[src/rtl/asynchronous_fifo_core.sv]
// rtl/asynchronous_fifo_core.sv - single-clock FIFO with registered full/empty/half flags
//
// Purpose: DEPTH x DATA_WIDTH FIFO between a producer (write_enable/data_write)
// and a consumer (read_enable/data_read). Both sides run on wclk. All status
// flags are registered and reflect the occupancy after each rising edge.
//
// Ports:
//   wclk         in   clock, rising edge
//   wrst_n       in   asynchronous active-low reset
//   write_enable in   write request (dropped while wfull)
//   data_write   in   write data
//   read_enable  in   read request (dropped while rempty)
//   data_read    out  registered read data, holds when no read is accepted
//   wfull        out  occupancy == DEPTH
//   rempty       out  occupancy == 0
//   half_full    out  occupancy >= DEPTH/2
//   half_rempty  out  occupancy <= DEPTH/2
module asynchronous_fifo_core #(
  parameter int DATA_WIDTH = 8,
  parameter int ADDR_WIDTH = 4
) (
  input  logic                  wclk,
  input  logic                  wrst_n,
  input  logic                  write_enable,
  input  logic [DATA_WIDTH-1:0] data_write,
  input  logic                  read_enable,
  output logic [DATA_WIDTH-1:0] data_read,
  output logic                  wfull,
  output logic                  rempty,
  output logic                  half_full,
  output logic                  half_rempty
);

  localparam int DEPTH = 1 << ADDR_WIDTH;
  localparam logic [ADDR_WIDTH:0] LP_HALF = (ADDR_WIDTH + 1)'(DEPTH / 2);

  logic [DATA_WIDTH-1:0] r_mem [DEPTH];
  logic [ADDR_WIDTH:0]   r_wptr;
  logic [ADDR_WIDTH:0]   r_rptr;

  logic                  w_wr_accept;
  logic                  w_rd_accept;
  logic [ADDR_WIDTH:0]   w_wptr_next;
  logic [ADDR_WIDTH:0]   w_rptr_next;
  logic [ADDR_WIDTH:0]   w_occ_next;
  logic                  w_full_next;
  logic                  w_empty_next;

  // Acceptance uses the registered flags, so a write while full or a read
  // while empty is silently ignored.
  assign w_wr_accept = write_enable & ~wfull;
  assign w_rd_accept = read_enable & ~rempty;

  assign w_wptr_next = r_wptr + (ADDR_WIDTH + 1)'(w_wr_accept);
  assign w_rptr_next = r_rptr + (ADDR_WIDTH + 1)'(w_rd_accept);

  // The extra wrap bit makes the modular difference span 0..DEPTH unambiguously.
  assign w_occ_next = w_wptr_next - w_rptr_next;

  assign w_full_next  = (w_wptr_next[ADDR_WIDTH] != w_rptr_next[ADDR_WIDTH]) &&
                        (w_wptr_next[ADDR_WIDTH-1:0] == w_rptr_next[ADDR_WIDTH-1:0]);
  assign w_empty_next = (w_wptr_next == w_rptr_next);

  // Storage is never cleared; reset only makes old contents unreachable.
  always_ff @(posedge wclk) begin
    if (w_wr_accept) begin
      r_mem[r_wptr[ADDR_WIDTH-1:0]] <= data_write;
    end
  end

  always_ff @(posedge wclk or negedge wrst_n) begin
    if (!wrst_n) begin
      r_wptr      <= '0;
      r_rptr      <= '0;
      data_read   <= '0;
      wfull       <= 1'b0;
      rempty      <= 1'b1;
      half_full   <= 1'b0;
      half_rempty <= 1'b1;
    end else begin
      r_wptr      <= w_wptr_next;
      r_rptr      <= w_rptr_next;
      if (w_rd_accept) begin
        data_read <= r_mem[r_rptr[ADDR_WIDTH-1:0]];
      end
      wfull       <= w_full_next;
      rempty      <= w_empty_next;
      half_full   <= (w_occ_next >= LP_HALF);
      half_rempty <= (w_occ_next <= LP_HALF);
    end
  end

endmodule

[config.mk]
export PLATFORM = sky130hd
export DESIGN_NAME = asynchronous_fifo_core
export DESIGN_NICKNAME = d
export VERILOG_FILES = /design/src/rtl/asynchronous_fifo_core.sv
export SDC_FILE = /design/constraint.sdc
export NUM_CORES = 1
export LEC_CHECK = 0
export BUFFER_PORTS_ARGS = -buffer_cell sky130_fd_sc_hd__buf_4
export CAP_MARGIN = 10
export CORE_ASPECT_RATIO = 0.75
export CORE_MARGIN = 2
export CORE_UTILIZATION = 25
export CTS_CLUSTER_DIAMETER = 100
export CTS_CLUSTER_SIZE = 16
export DETAILED_ROUTE_END_ITERATION = 7
export PLACE_DENSITY = 0.37
export SLEW_MARGIN = 20
export SYNTH_ARGS = -nofsm -noshare
export SYNTH_HDL_FRONTEND = slang
export SYNTH_SLANG_ARGS = --single-unit
[constraint.sdc]
create_clock -name wclk -period 2.65 [get_ports wclk]
set_clock_uncertainty 0.2 [all_clocks]
set_input_delay 0.53 -clock wclk [delete_from_list [all_inputs] [get_ports wclk]]
set_output_delay 0.53 -clock wclk [all_outputs]
set_load 0.01 [all_outputs]
# --- After elaboration in Yosys (flattened, before gate mapping) ---
# Memory sizes are Yosys's and may differ from the RTL's. A register that Yosys moved wholly into a read port is not among the register bits.
# Cells that the tools add are included.
totals:
  elab_cells: 23
  mem_count: 1
  mem_bits_rw: 128
  rom_bits: 0
  inputBits: 12
  latchBits: 0
  reg_bits: 14
classes:
  n_reduce_logical: 2
  eq_ne: 3
  magnitude_cmp: 2
  div_mod_pow: 0
  muxes: 2
  addsub: 3
  n_bitwise: 4
  shifts: 0
  multipliers: 0
memory_table:
  columns: ["name", "depth", "word_bits", "rd", "rd_clocked_by_memory_dff", "wr", "line", "text"]
  rows:
  - ["r_mem", 16, 8, 1, 1, 1, "37", "logic [DATA_WIDTH-1:0] r_mem [DEPTH];"]
op_table:
  columns: ["operator", "count"]
  rows:
  - ["$add A5 B1 Y5", 2]
  - ["$eq A5 B5 Y1", 1]
  - ["$ge A5 B4 Y1 const B", 1]
  - ["$le A5 B4 Y1 const B", 1]
  - ["$sub A5 B5 Y5", 1]
  - ["$eq A4 B4 Y1", 1]
  - ["$and A1 B1 Y1", 2]
  - ["$mux W1", 2]
  - ["$not A1 Y1", 2]
  - ["$logic_and A1 B1 Y1", 1]
  - ["$logic_not A1 Y1", 1]
  - ["$ne A1 B1 Y1", 1]

# --- Logic depth before layout (Yosys ltp) ---
logic_depth:
  depth_word: 5
  ltp_mapped: 11

# --- Worst setup path before layout ---
# No wires, ideal clock.
synth_path:
  path_kind: "register to register"
  startpoint: "register rempty"
  endpoint: "register half_rempty"
  t_arrival_ps: 2437
  path_stages_with_launch: 11
  setup_time_ps: 82
  path_slack_ps: -69
  path_buffers: 1
  synth_period_minus_slack_ps: 2719
  path_cell_list: "dfstp_2 -> nand2b_1 -> clkbuf_1 -> inv_1 -> ha_1 -> xnor2_1 -> ha_1 -> a21oi_1 -> maj3_2 -> xor2_1 -> o31a_1"
synth_between:
  elab_chain_len: 5
synth_rtl:
  columns: ["element", "line", "text"]
  rows:
  - ["start, declared", "29", "output logic rempty,"]
  - ["start signal, assigned", "87", "rempty <= w_empty_next;"]
  - ["$not A1 Y1", "52", "assign w_rd_accept = read_enable & ~rempty;"]
  - ["$and A1 B1 Y1", "52", null]
  - ["$add A5 B1 Y5", "55", "assign w_rptr_next = r_rptr + (ADDR_WIDTH + 1)'(w_rd_accept);"]
  - ["$sub A5 B5 Y5", "58", "assign w_occ_next = w_wptr_next - w_rptr_next;"]
  - ["$le A5 B4 Y1", "89", "half_rempty <= (w_occ_next <= LP_HALF);"]
  - ["end signal, assigned", "89", null]
  - ["end, declared", "31", "output logic half_rempty"]
# No other way between the ends.

# --- Worst setup path in the final report ---
# Same ends and word-level chain as after synthesis.

==> results_dict.tcl <==
set metrics [dict create \
    status "completed" \
    drc 0 \
    synthCells 318 \
    synth.area.top_cells "edfxtp_1, mux4_2, dfrtp_1" \
    fp-row-count 48 \
    cp_max_fo 4 \
    crit_chain "nand2b_1 -> inv_2 -> ha_2 -> xnor2_2 -> ha_1 -> a21oi_1 -> maj3_2 -> xor2_1 -> o31a_1" \
    dp_hpwl_mm 9.71 \
    grt_pass1_vias 3182 \
    dp_cells 665 \
    synth_cell_types 37 \
    dp_slack_ns -0.0827 \
    final-hold-violation-count 0 \
    maxCapViolCount 0 \
    wirelength_mm 14.1 \
    antenna_found_initial 0 \
    drt_iter0_markers 224 \
    p_per_area_mw_per_mm2 1170 \
    avgViaCountPerCell 4.36 \
    cp-end-kind "register" \
    portBuffers 23 \
    grt_first_pass_wirelength_mm 21.4 \
    syn-num-nets 338 \
    syn_area_per_cell_um2 18.7 \
    dieArea_mm2 0.0251 \
    wire_per_inst_um 20.2 \
    cp.arrival_ns 2.65 \
    grt_max_degree 40 \
    setup_viol 0 \
    rrSetupSlack_ns 0.15 \
    peakVddDrop_v 0.000465 \
    synth_edf_count 128 \
    ys_ff_latch 150 \
    global_route.usage.met1_pct 17.8 \
    antenna_cells 0 \
    ys.flop_type "edfxtp_1" \
    grt_busiest_layer "met2" \
    synth_area_leader_cell "edfxtp_1" \
    cts_root_buffer "clkbuf_16" \
    drt-pass1-iter-count 4 \
    fmax_mhz 399 \
    die_h_um 138 \
    core_area_mm2 0.0232 \
    fin_nets 405 \
    worst_pin_slew_ns 0.568 \
    ant_nets 0 \
    crit_required_ns 2.79 \
    area_growth_pct 23.3 \
    post-route-period-util_pct 94.5 \
    dieWidth_um 182 \
    stdcell_count 698 \
    leakagePower_nw 2.59 \
    cp_num_buf_inv 1 \
    start_util_pct 25.7 \
    synth_common_cells "edfxtp_1, mux4_2, mux2i_1" \
    synth_top_area_share_pct 64.5 \
    io_pins 24 \
    path_class "reg -> reg" \
    total_power_mw 8.62 \
    path_delay_family "adder cells" \
    gp_congestion 0.767 \
    yosysMostFrequentCell "edfxtp_1" \
    cts_buffers 17 \
    fin_crit_ns 2.50 \
    grt_overflow_total 0 \
    slew_violations 0 \
    grt_use_met2_pct 18.0 \
    layout-drive-gt1-share_pct 30.9 \
    holdWs_ns 0.227 \
    gr-usage-met3_pct 3.33 \
    cts.sinks 150 \
    seq_area_frac_synth_pct 73.8 \
    cts_tree "yes" \
    cts.path.max_buffers 2 \
    post_cts_buffers 0 \
    grtUsageTotal_pct 12.3 \
    hold_path.class "in -> reg" \
    clock_latency_ns 0.42 \
    rsz0062_at_grt "false" \
    cts.reportedPaths.clkPinSlew_ns 0.06 \
    synth_async_sr_flop_share_pct 14.7 \
    cp_slowest_cell "dfstp_2" \
    ys_warn_count 0 \
    setup_slack_ns 0.145 \
    vias 3043 \
    max-slew-margin-rel_pct 62.0 \
    cts_max_level 4 \
    cp_slowest_stage_delay_ns 0.54 \
    syn_area_mm2 0.00596 \
    startpoint_type "register" \
]
## through the flow
| stage | utilization [%] | setup TNS [ns] | instance area, um2 |
|---|---|---|---|
| after CTS | 31.6 | 0 | 7340 |
| after floorplan | - | 0 | 5960 |
| after detailed placement | 29.0 | -0.123 | 6730 |
| after global routing | 31.7 | 0 | 7350 |
| final | 31.7 | 0 | 7350 |
| after global placement | 29.0 | -0.0572 | 6730 |
## worst reg2reg max path: stages, from the launching register on
cell and delay [ns]:
dfstp_2 0.54, nand2b_1 0.14, inv_2 0.07, ha_2 0.19, xnor2_2 0.14, ha_1 0.30
a21oi_1 0.07, maj3_2 0.32, xor2_1 0.16, o31a_1 0.31
## final timing paths
check | startpoint | endpoint | cells past startpoint
worst max-delay path | rempty$_DFF_PN1_ | half_rempty$_DFF_PN1_ | 9
worst min-delay path | data_write[6] | r_mem[9][6]$_DFFE_PP_ | 1
worst max register to register | rempty$_DFF_PN1_ | half_rempty$_DFF_PN1_ | 9
worst min register to register | data_read[7]$_DFFE_PN0N_ | data_read[7]$_DFFE_PN0N_ | 2
max in group asynchronous | wrst_n | rempty$_DFF_PN1_ | 2
min in group asynchronous | wrst_n | data_read[6]$_DFFE_PN0N_ | 2
## kinds of logic (layout without fill, tap and decap cells)
| logic type | count (synthesis) | in the layout | share of synthesized area, % |
|---|---|---|---|
| simple gates | 52 | 52 | 4.58 |
| mux | 48 | 48 | 13.3 |
| xor+xnor | 10 | 10 | 1.47 |
| buf+inv | 21 | 101 | 1.64 |
| flops | 150 | 150 | 73.8 |
| fa+ha+maj | 9 | 9 | 1.99 |
| compound gates | 28 | 28 | 3.23 |
## cell usage in the layout (no fill, tap or decap), drive strengths merged, types with 9 or more instances in the layout
| cell type | netlist | final |
|---|---|---|
| buf | 9 | 58 |
| clkbuf | 2 | 18 |
| dfrtp | 20 | 20 |
| edfxtp | 128 | 128 |
| inv | 9 | 13 |
| mux2i | 22 | 22 |
| mux4 | 25 | 25 |
| nand2b | 11 | 11 |
| nor2 | 16 | 16 |
| o21ai | 9 | 9 |
## timing repair
action                                  4_1_cts  5_1_grt
gates resized for setup                       0        4
hold buffers                                  1        0
hold endpoints to repair                     20        0
endpoints found under the setup margin        0        2
## per-layer routing
metal | part of all wire [%] | routed length, um | vias to the layer above
met5 | 0 | 0 | -
met4 | 1.0 | 148 | 0
met3 | 4.6 | 647 | 10
met2 | 44 | 6200 | 52
met1 | 50 | 7120 | 1578
li1 | - | - | 1403
## power breakdown
part	switching (mW)	total (mW)	internal, mW
clock network	0.970	2.46	1.49
logic	1.58	2.96	1.38
registers	0.227	3.20	2.97
total	2.78	8.62	5.84
## registers in the layout, summed over array words and instances (netlist names)
register and cells:
r_mem 128, data_read 8, r_rptr 5, r_wptr 5
half_full 1, half_rempty 1, rempty 1, wfull 1
## area by class of cell
cell class	instances	area, um2
multi-input cells	147	1480
clock buffers	18	429
repair buffers	59	458
clock inverters	14	173
inverters	10	37.5
flip-flops and latches	150	4400
fillers	2270	15800
well taps	300	375
No activity file was read; power rests on OpenSTA's default activity.
